<file path="config.mk">
export PLATFORM = sky130hd
export DESIGN_NAME = blackjack_round_ctrl
export DESIGN_NICKNAME = d
export VERILOG_FILES = /design/src/rtl/blackjack_round_ctrl.sv
export SDC_FILE = /design/constraint.sdc
export NUM_CORES = 1
export LEC_CHECK = 0
export BUFFER_PORTS_ARGS = -buffer_cell sky130_fd_sc_hd__buf_2
export CORE_MARGIN = 4
export CORE_UTILIZATION = 30
export DETAILED_ROUTE_END_ITERATION = 16
export GPL_TIMING_DRIVEN = 0
export PLACE_DENSITY_LB_ADDON = 0.3
export RECOVER_POWER = 100
export SKIP_CTS_REPAIR_TIMING = 1
export SYNTH_ARGS = -nofsm -noshare
export SYNTH_HDL_FRONTEND = slang
export SYNTH_SLANG_ARGS = --single-unit
</file>
<file path="constraint.sdc">
create_clock -name i_clk -period 2 [get_ports i_clk]
set_clock_uncertainty 0.2 [all_clocks]
set_input_delay 0.1 -clock i_clk [delete_from_list [all_inputs] [get_ports i_clk]]
set_output_delay 0.1 -clock i_clk [all_outputs]
set_load 0.1 [all_outputs]
</file>
<file path="src/rtl/blackjack_round_ctrl.sv">
// Blackjack round sequencer: deals cards from the deck to the player and
// dealer hands, applies hit/stand, bust, Charlie and dealer-17 rules.
module blackjack_round_ctrl #(
  parameter int CARD_W       = 4,
  parameter int SUM_W        = 6,
  parameter int DEALER_STAND = 17,
  parameter int BUST_LIMIT   = 21,
  parameter int MAX_CARDS    = 5
) (
  input  logic              i_clk,
  input  logic              i_reset,
  input  logic              i_deal,
  input  logic              i_hit,
  input  logic              i_stand,
  output logic              o_card_req,
  input  logic              i_card_valid,
  input  logic [CARD_W-1:0] i_card,
  output logic [CARD_W-1:0] o_new_card,
  output logic              o_player_add,
  output logic              o_dealer_add,
  output logic              o_hand_clear,
  input  logic [SUM_W-1:0]  i_player_sum,
  input  logic [SUM_W-1:0]  i_dealer_sum,
  input  logic [2:0]        i_player_count,
  input  logic [2:0]        i_dealer_count,
  output logic              o_player_turn,
  output logic              o_round_done,
  output logic [1:0]        o_result
);

  typedef enum logic [3:0] {
    S_IDLE, S_CLEAR, S_FETCH, S_ADD, S_CHECK,
    S_PLAYER, S_DEALER, S_SETTLE, S_DONE
  } state_t;

  localparam logic [1:0] RES_NONE   = 2'b00;
  localparam logic [1:0] RES_PLAYER = 2'b01;
  localparam logic [1:0] RES_DEALER = 2'b10;
  localparam logic [1:0] RES_PUSH   = 2'b11;

  localparam logic [SUM_W-1:0] W_BUST  = SUM_W'(BUST_LIMIT);
  localparam logic [SUM_W-1:0] W_STAND = SUM_W'(DEALER_STAND);
  localparam logic [2:0]       W_MAX   = 3'(MAX_CARDS);

  state_t            r_state, w_next;
  logic              r_target, w_target;
  logic [2:0]        r_idx, w_idx;
  logic [1:0]        r_result, w_result;
  logic [CARD_W-1:0] r_card;
  logic              r_done;
  logic              w_xfer;

  assign w_xfer = (r_state == S_FETCH) && i_card_valid;

  always_ff @(posedge i_clk or posedge i_reset) begin
    if (i_reset) begin
      r_state  <= S_IDLE;
      r_target <= 1'b0;
      r_idx    <= 3'd0;
      r_result <= RES_NONE;
      r_card   <= '0;
      r_done   <= 1'b0;
    end else begin
      r_state  <= w_next;
      r_target <= w_target;
      r_idx    <= w_idx;
      r_result <= w_result;
      r_done   <= (r_state == S_SETTLE);
      if (w_xfer) r_card <= i_card;
    end
  end

  // r_target: 0 = player, 1 = dealer; r_idx counts the four opening cards
  always_comb begin
    w_next   = r_state;
    w_target = r_target;
    w_idx    = r_idx;
    w_result = r_result;
    unique case (r_state)
      S_IDLE, S_DONE: begin
        if (i_deal) begin
          w_result = RES_NONE;
          w_next   = S_CLEAR;
        end
      end
      S_CLEAR: begin
        w_idx    = 3'd0;
        w_target = 1'b0;
        w_next   = S_FETCH;
      end
      S_FETCH: if (i_card_valid) w_next = S_ADD;
      S_ADD:   w_next = S_CHECK;
      S_CHECK: begin
        if (r_idx < 3'd4) begin
          w_idx = r_idx + 3'd1;
          if (r_idx == 3'd3) begin
            w_next = S_PLAYER;
          end else begin
            w_target = ~r_target;
            w_next   = S_FETCH;
          end
        end else begin
          w_next = r_target ? S_DEALER : S_PLAYER;
        end
      end
      S_PLAYER: begin
        if (i_player_sum > W_BUST) begin
          w_result = RES_DEALER;
          w_next   = S_SETTLE;
        end else if (i_player_count == W_MAX) begin
          w_result = RES_PLAYER;
          w_next   = S_SETTLE;
        end else if (i_player_sum == W_BUST) begin
          w_next = S_DEALER;
        end else if (i_stand) begin
          w_next = S_DEALER;
        end else if (i_hit) begin
          w_target = 1'b0;
          w_next   = S_FETCH;
        end
      end
      S_DEALER: begin
        if (i_dealer_sum > W_BUST) begin
          w_result = RES_PLAYER;
          w_next   = S_SETTLE;
        end else if (i_dealer_sum < W_STAND &&
                     i_dealer_count < W_MAX) begin
          w_target = 1'b1;
          w_next   = S_FETCH;
        end else begin
          w_next = S_SETTLE;
        end
      end
      S_SETTLE: begin
        if (r_result == RES_NONE) begin
          if (i_player_sum > i_dealer_sum)
            w_result = RES_PLAYER;
          else if (i_dealer_sum > i_player_sum)
            w_result = RES_DEALER;
          else
            w_result = RES_PUSH;
        end
        w_next = S_DONE;
      end
      default: w_next = S_IDLE;
    endcase
  end

  assign o_card_req    = (r_state == S_FETCH);
  assign o_new_card    = r_card;
  assign o_player_add  = (r_state == S_ADD) && !r_target;
  assign o_dealer_add  = (r_state == S_ADD) && r_target;
  assign o_hand_clear  = (r_state == S_CLEAR);
  assign o_player_turn = (r_state == S_PLAYER);
  assign o_round_done  = r_done;
  assign o_result      = r_result;

endmodule
</file>
==> metrics.md, run 1 <==
| Metric | Value |
|---|---|
| Number of cells in the finished layout apart from fillers | `246` |
| Hold Path Sink | `r_state[2]` |
| Bufs on Longest Clock Path | `2` |
| Number of routed nets with antenna violations | `0` |
| Clock buffers created by TritonCTS | `3` |
| Antenna violations before repair | `0` |
| CTS clock-pin slew for the worst setup and hold paths | `0.06 ns` |
| Type of the tightest min-delay check | `in2reg` |
| Placeable core area | `3720 µm²` |
| Count of flip-flops with a built-in enable after synthesis | `0` |
| Area leader, netlist | `sky130_fd_sc_hd__dfrtp_1` |
| Vias in the first global route | `1165` |
| Instance area after placement | `1510 µm²` |
| Maximum number of pins on one net before global-route repair | `16` |
| Worst hold stages | `3` |
| Unique masters post-synth | `46` |
| Data arrival time of the critical path | `1.92 ns` |
| Proportion of layout cells with a drive suffix above 1 | `40.9%` |
| Slew at the pin closest to its max-slew limit | `1.16 ns` |
| Most instantiated flip-flop cell in the synthesis netlist | `sky130_fd_sc_hd__dfrtp_1` |
| Number of H-tree levels | `1` |
| Total Power | `2990 µW` |
| Remaining global-route overflow | `0` |
| Post-route cell area | `1770 µm²` |
| Status | `complete, no violations` |
| Cell Pwr Density | `1690 nW/µm²` |
| Register-to-Register Setup Slack | `0.02 ns` |
| Post-layout nets | `236` |
| Most frequently used cell type in the post-synthesis netlist | `sky130_fd_sc_hd__nand2_1` |
| Area share of the leading cell type in the synthesized netlist | `31.9%` |
| Achievable Freq | `504 MHz` |
| Final hold slack | `0.00537 ns` |
| I/O Buffers | `39` |
| Initial standard-cell utilization of the core | `31.7%` |
| Overall routing resource usage | `12.6%` |
| Sum of buffers and inverters on the critical path | `1` |
| Synth area leaders | `sky130_fd_sc_hd__dfrtp_1 32%, sky130_fd_sc_hd__ha_1 9.6%, sky130_fd_sc_hd__nand2_1 5.4%` |
| Vias per cell | `5.17` |
| Die X-Extent | `70.6 µm` |
| Critical path peak fanout | `6` |
| Worst Setup Slack, final | `0.0176 ns` |
| Max transition margin | `22.9%` |
| Latest clock arrival within the worst-skew pair | `0.25 ns` |
| Final weighted congestion of routability-driven global placement | `0.777` |
| Clock root buffer master | `sky130_fd_sc_hd__clkbuf_8` |
| Start of the worst register-to-register path | `r_state[3]` |
| Number of violations reported at the end of detailed-routing iteration 0 | `65` |
| Final setup fails | `0` |
| Syn Inst Count | `135` |
| Final Cycle Share | `99.1%` |
| Wire length of the first global-routing pass | `5180 µm` |
| Share of flip-flops with an asynchronous set or reset | `100%` |
| Part of the Yosys area used for sequential elements | `31.9%` |
| Required time of the critical path | `1.93 ns` |
| Critical path launch point type | `flop` |
| Max-cap check violation count | `0` |
| Kind of cell adding the most delay to the critical path | `simple AND/OR/NAND/NOR gates` |
| Post-detailed-route DRC marker count | `0` |
| Number of antenna repair diodes | `0` |
| Leak | `0.000882 µW` |
| CP Capture Type | `flop` |
| DR pass1 iterations | `4` |
| Detailed placer's ending HPWL | `2510 µm` |
| Syn nets | `172` |
| Avg Synthesized Cell Area | `8.72 µm²` |
| Y dimension of the die | `70.6 µm` |
| YS warnings | `0` |
| FF-to-FF End | `r_target` |
| Top-level I/O count | `40` |
| Detail-routed net length per standard cell | `14.1 µm` |
| Worst slack, placed | `-0.0829 ns` |
| CP Class | `reg2reg` |
| Post-layout minimum cycle time | `1.98 ns` |
| Worst Reg2Reg Path Length in Cells | `6` |
| Delay of the slowest cell on the worst path | `0.37 ns` |
| Wirelength, routed | `3470 µm` |
| Layout filler cell count | `362` |
| Sink count of the clock tree | `15` |
| Launch instance of the worst min-delay path | `i_stand` |
| Top cells by count, synth | `17 x sky130_fd_sc_hd__nand2_1, 15 x sky130_fd_sc_hd__dfrtp_1, 11 x sky130_fd_sc_hd__inv_1` |
| Summed instance area of the synthesized netlist | `1180 µm²` |
| Cell chain of the critical path | `buf_6 -> nand2b_4 -> or2_4 -> o22a_1 -> and4bb_1 -> mux2_4` |
| Routed vias | `1272` |
| Fin. max-slew vios | `0` |
| CTS tree | `done` |
| Number of synthesized register bits | `15` |
| Critical Path Source | `r_state[3]` |
| Number of placed instances, taps included | `222` |
| Site row count | `22` |
| Unrepaired setup endpoints after global routing | `yes` |
| Die Footprint | `4990 µm²` |
| CP max-delay cell | `sky130_fd_sc_hd__dfrtp_1` |
| Area growth syn-to-layout | `50.3%` |
| Maximum resistive drop on vdd | `0.000424 V` |
| Hold Violations, Final | `0` |
[registers in the layout, summed over array words and instances, names as in the netlist]
signal        cells
o_new_card        4
r_target          1
r_idx             3
o_result          2
r_state           4
o_round_done      1
[worst reg2reg max path, cell delays in order (launching register included)]
cell	delay, ns
sky130_fd_sc_hd__dfrtp_1	0.37
sky130_fd_sc_hd__buf_6	0.13
sky130_fd_sc_hd__nand2b_4	0.17
sky130_fd_sc_hd__or2_4	0.26
sky130_fd_sc_hd__o22a_1	0.20
sky130_fd_sc_hd__and4bb_1	0.24
sky130_fd_sc_hd__mux2_4	0.30
[area by class of cell]
| class | instances | area (µm²) | area share (%) |
|---|---|---|---|
| buffer | 5 | 37.5 | 2.12 |
| clock buffer | 4 | 45.0 | 2.55 |
| inverter | 14 | 56.3 | 3.18 |
| multi-input combinational | 101 | 820 | 46.3 |
| sequential | 15 | 375 | 21.2 |
| tap | 48 | 60.1 | 3.39 |
| timing repair buffer | 59 | 375 | 21.2 |
[logic make-up (layout without fill, tap and decap cells)]
| family | after synthesis | count (layout) | share of synthesized area [%] |
|---|---|---|---|
| muxes | 8 | 8 | 8.50 |
| adders and majority gates | 9 | 9 | 9.56 |
| and+or+nand+nor | 47 | 47 | 22.2 |
| AOI/OAI and AO/OA | 37 | 37 | 21.6 |
| buffers and inverters | 19 | 82 | 6.27 |
| DFF | 15 | 15 | 31.9 |
[worst max path at each step]
| stage | endpoint | cells past startpoint |
|---|---|---|
| floorplan | o_new_card[0] | 5 |
| global placement | o_result[1] | 6 |
| detailed placement | o_result[0] | 6 |
| CTS | o_dealer_add | 5 |
| global route | o_result[0] | 6 |
| finish | r_target | 6 |
[metrics by stage]
step                      util, %  TNS (ns)
after detailed placement     40.5    -0.243
after CTS                    41.8    -0.671
after global routing         47.6    -0.272
final                        47.6         0
after global placement       40.5    -0.251
after floorplan                 -     -1.93
[routing by layer]
metal | vias up | share of wire (%) | track usage (%)
met5 | - | 0 | 0
met4 | 0 | 2.5 | 4.59
met3 | 8 | 6.2 | 4.26
met2 | 50 | 49 | 21.0
met1 | 593 | 42 | 15.2
li1 | 621 | - | -
[cell usage in the layout (no fill, tap or decap), types with 2 or more instances in the layout]
cell type | synthesis | final
sky130_fd_sc_hd__buf_2 | 2 | 32
sky130_fd_sc_hd__and3b_1 | 2 | 2
sky130_fd_sc_hd__dfrtp_1 | 15 | 15
sky130_fd_sc_hd__ha_1 | 9 | 8
sky130_fd_sc_hd__a211o_1 | 2 | 2
sky130_fd_sc_hd__dlygate4sd3_1 | 0 | 6
sky130_fd_sc_hd__o41ai_1 | 2 | 2
sky130_fd_sc_hd__nor2_1 | 4 | 3
sky130_fd_sc_hd__nand2b_4 | 1 | 2
sky130_fd_sc_hd__a21oi_1 | 7 | 7
sky130_fd_sc_hd__inv_1 | 11 | 10
sky130_fd_sc_hd__a21o_1 | 3 | 3
sky130_fd_sc_hd__mux2_1 | 4 | 3
sky130_fd_sc_hd__inv_2 | 3 | 3
sky130_fd_sc_hd__nand4_1 | 3 | 3
sky130_fd_sc_hd__clkbuf_8 | 0 | 3
sky130_fd_sc_hd__nor3_4 | 0 | 4
sky130_fd_sc_hd__nand2_2 | 0 | 2
sky130_fd_sc_hd__buf_6 | 0 | 2
sky130_fd_sc_hd__buf_4 | 0 | 15
sky130_fd_sc_hd__clkbuf_1 | 1 | 3
sky130_fd_sc_hd__nand2_1 | 17 | 15
sky130_fd_sc_hd__mux2_4 | 3 | 4
sky130_fd_sc_hd__nor3_1 | 8 | 4
sky130_fd_sc_hd__o21ai_0 | 4 | 4
sky130_fd_sc_hd__o21ai_1 | 6 | 6
sky130_fd_sc_hd__clkbuf_2 | 0 | 6
[where the power goes]
group          leakage (µW)  switching, µW  internal, µW  total, µW
sequential         0.000189            136           441        576
clock             0.0000228            105           141        246
combinational      0.000670           1430           738       2170
Note: power is estimated with default switching activity, not from simulation.
==> run 2, diff against run 1 <==
Settings changed: CELL_PAD_IN_SITES_DETAIL_PLACEMENT from default to 1, CELL_PAD_IN_SITES_GLOBAL_PLACEMENT from default to 2, CORE_UTILIZATION 30 to 25, RECOVER_POWER 100 to 50.
==> run 2 against run 1 <==
Sequential share of layout area grew 0.071 points. Setup slack improved by 0.021 ns. Critical path type unchanged. Clock-buffer cell count fell by 1. Largest cell class unchanged. Total power rose by 1.4%. Critical endpoint unchanged. Die area rose by 18%. Highest routed layer unchanged. Flip-flop and latch count unchanged. Clock power grew 2%. Non-clock buffer count fell by 2. Final cell count increased by 0.81%.
==> metrics.md, run 2 (synthesis gave the netlist of run 1 again) <==
| Metric | Value |
|---|---|
| Top-level I/O count | `40 (unchanged)` |
| Met1 Resource Use GR | `17.2% (was 15.2%)` |
| DR pass1 iterations | `4 (unchanged)` |
| Clock root buffer master | `sky130_fd_sc_hd__clkbuf_8 (unchanged)` |
| CTS tree | `done (unchanged)` |
| Placeable core area | `4440 µm² (was 3720 µm²)` |
| Vias per cell | `5.03 (was 5.17)` |
| Vias in the first global route | `1286 (was 1165)` |
| Cell Pwr Density | `1720 nW/µm² (was 1690 nW/µm²)` |
| Wire length of the first global-routing pass | `6330 µm (was 5180 µm)` |
| Die X-Extent | `76.6 µm (was 70.6 µm)` |
| Number of antenna repair diodes | `0 (unchanged)` |
| Area growth syn-to-layout | `50.3% (unchanged)` |
| Overall routing resource usage | `13.3% (was 12.6%)` |
| Initial standard-cell utilization of the core | `26.5% (was 31.7%)` |
| Wirelength, routed | `4000 µm (was 3470 µm)` |
| Met3 track utilization from global routing | `3.07% (was 4.26%)` |
| Clock buffers created by TritonCTS | `3 (unchanged)` |
| Detailed placer's ending HPWL | `3030 µm (was 2510 µm)` |
| Post-layout minimum cycle time | `1.96 ns (was 1.98 ns)` |
| CP Class | `reg2reg (unchanged)` |
| Max-cap check violation count | `0 (unchanged)` |
| Core occupancy in the finished layout | `39.8% (was 47.6%)` |
| Layer with the highest usage after global routing | `met2 (unchanged)` |
| Post-route cell area | `1770 µm² (unchanged)` |
| Die Footprint | `5870 µm² (was 4990 µm²)` |
| Maximum resistive drop on vdd | `0.000626 V (was 0.000424 V)` |
| Instance area after placement | `1510 µm² (about the same)` |
| Total Power | `3040 µW (was 2990 µW)` |
| Area of all sequential standard cells | `377 µm² (was 375 µm²)` |
| Number of violations reported at the end of detailed-routing iteration 0 | `22 (was 65)` |
| Area used by multi-input combinational logic | `812 µm² (was 820 µm²)` |
| Required time of the critical path | `1.94 ns (was 1.93 ns)` |
| Remaining global-route overflow | `0 (unchanged)` |
| Number of routed nets with antenna violations | `0 (unchanged)` |
| Proportion of layout cells with a drive suffix above 1 | `40.8% (was 40.9%)` |
| Site row count | `24 (was 22)` |
| GR met2 Demand/Resource | `22.8% (was 21.0%)` |
| Y dimension of the die | `76.6 µm (was 70.6 µm)` |
| Maximum number of pins on one net before global-route repair | `16 (unchanged)` |
| Type of the tightest min-delay check | `in2reg (unchanged)` |
| Commonest non-fill, non-tap cell in the layout | `sky130_fd_sc_hd__buf_2 (unchanged)` |
| Detail-routed net length per standard cell | `16.1 µm (was 14.1 µm)` |
| Post-layout nets | `234 (was 236)` |
| Number of H-tree levels | `1 (unchanged)` |
| CTS clock-pin slew for the worst setup and hold paths | `0.06 ns (about the same)` |
| Status | `complete, no violations (unchanged)` |
| Critical path launch point type | `flop (unchanged)` |
| Final hold slack | `0.0145 ns (was 0.00537 ns)` |
| Fin. max-slew vios | `0 (unchanged)` |
| Data arrival time of the critical path | `1.90 ns (was 1.92 ns)` |
| Commonest non-fill, non-tap cells in the layout | `32 x sky130_fd_sc_hd__buf_2, 15 x sky130_fd_sc_hd__nand2_1, 14 x sky130_fd_sc_hd__dfrtp_1 (was 32 x sky130_fd_sc_hd__buf_2, 15 x sky130_fd_sc_hd__nand2_1, 15 x sky130_fd_sc_hd__dfrtp_1, 15 x sky130_fd_sc_hd__buf_4, 10 x sky130_fd_sc_hd__inv_1)` |
| CP Capture Type | `flop (unchanged)` |
| Critical path peak fanout | `4 (was 6)` |
| Slew at the pin closest to its max-slew limit | `1.19 ns (was 1.16 ns)` |
| Latest clock arrival within the worst-skew pair | `0.25 ns (about the same)` |
| Max transition margin | `21.2% (was 22.9%)` |
| Final setup fails | `0 (unchanged)` |
| Final weighted congestion of routability-driven global placement | `0.792 (was 0.777)` |
| Leak | `0.000877 µW (was 0.000882 µW)` |
| Post-detailed-route DRC marker count | `0 (unchanged)` |
| Final Cycle Share | `98.1% (was 99.1%)` |
| Antenna violations before repair | `0 (unchanged)` |
| I/O Buffers | `39 (unchanged)` |
| Achievable Freq | `510 MHz (was 504 MHz)` |
| Sink count of the clock tree | `15 (unchanged)` |
| Layout filler cell count | `547 (was 362)` |
| Hold Violations, Final | `0 (unchanged)` |
| Bufs on Longest Clock Path | `2 (unchanged)` |
| Routed vias | `1248 (was 1272)` |
| Setup TNS | `0 ns (unchanged)` |
-- run 2: cell count changes in the layout (fill, tap and decap cells not counted) --
cell,before,now
sky130_fd_sc_hd__dfrtp_2,0,1
sky130_fd_sc_hd__clkbuf_1,3,2
sky130_fd_sc_hd__clkbuf_2,6,3
sky130_fd_sc_hd__ha_4,1,0
sky130_fd_sc_hd__clkinv_2,0,1
sky130_fd_sc_hd__ha_1,8,9
sky130_fd_sc_hd__nor2_4,1,2
sky130_fd_sc_hd__buf_4,15,12
sky130_fd_sc_hd__dfrtp_1,15,14
sky130_fd_sc_hd__nor2_2,1,0
sky130_fd_sc_hd__clkbuf_4,0,2
sky130_fd_sc_hd__buf_6,2,4
-- run 2: routing by layer --
| layer | up-vias | routed length, µm |
|---|---|---|
| met5 | - | 0 |
| met4 | 0 | 14 |
| met3 | 2 | 113 |
| met2 | 19 | 2040 |
| met1 | 612 | 1830 |
| li1 | 615 | - |
-- run 2: path summary, 6_finish.rpt --
path	startpoint	slack (ns)	cells after the start	endpoint
setup / recovery	r_state[3]	0.04	6	r_target
hold / removal	i_stand	0.01	3	r_state[2]
setup reg to reg	r_state[3]	0.04	6	r_target
hold reg to reg	o_new_card[0]	0.30	1	o_new_card[0]
max in group asynchronous	i_reset	0.89	3	r_state[2]
min in group asynchronous	i_reset	0.27	3	r_state[1]
-- run 2: critical path: stages (launching register included) --
cell,delay [ns]
sky130_fd_sc_hd__dfrtp_1,0.37
sky130_fd_sc_hd__buf_6,0.13
sky130_fd_sc_hd__nand2b_4,0.17
sky130_fd_sc_hd__or2_4,0.26
sky130_fd_sc_hd__o22a_1,0.19
sky130_fd_sc_hd__and4bb_1,0.23
sky130_fd_sc_hd__mux2_4,0.30
-- run 2: area by class of cell --
| class | instances | area share, % |
|---|---|---|
| clock buffers | 3 | 2.33 |
| inverters | 14 | 3.18 |
| well taps | 52 | 3.68 |
| clock inverters | 1 | 0.283 |
| repair buffers | 57 | 20.9 |
| multi-input cells | 101 | 45.9 |
| flip-flops and latches | 15 | 21.3 |
| plain buffers | 5 | 2.40 |
-- run 2: where the power goes --
| group | total, µW | switching (µW) | internal (µW) |
|---|---|---|---|
| sequential | 565 | 122 | 442 |
| combinational | 2220 | 1470 | 751 |
| clock | 252 | 113 | 138 |
| total | 3040 | 1700 | 1330 |
-- run 2: through the flow --
step	setup slack (ns)	std cells
floorplan	-0.385	135
global placement	-0.101	226
detailed placement	-0.112	226
CTS	-0.212	230
global route	-0.00414	248
finish	0.0384	248
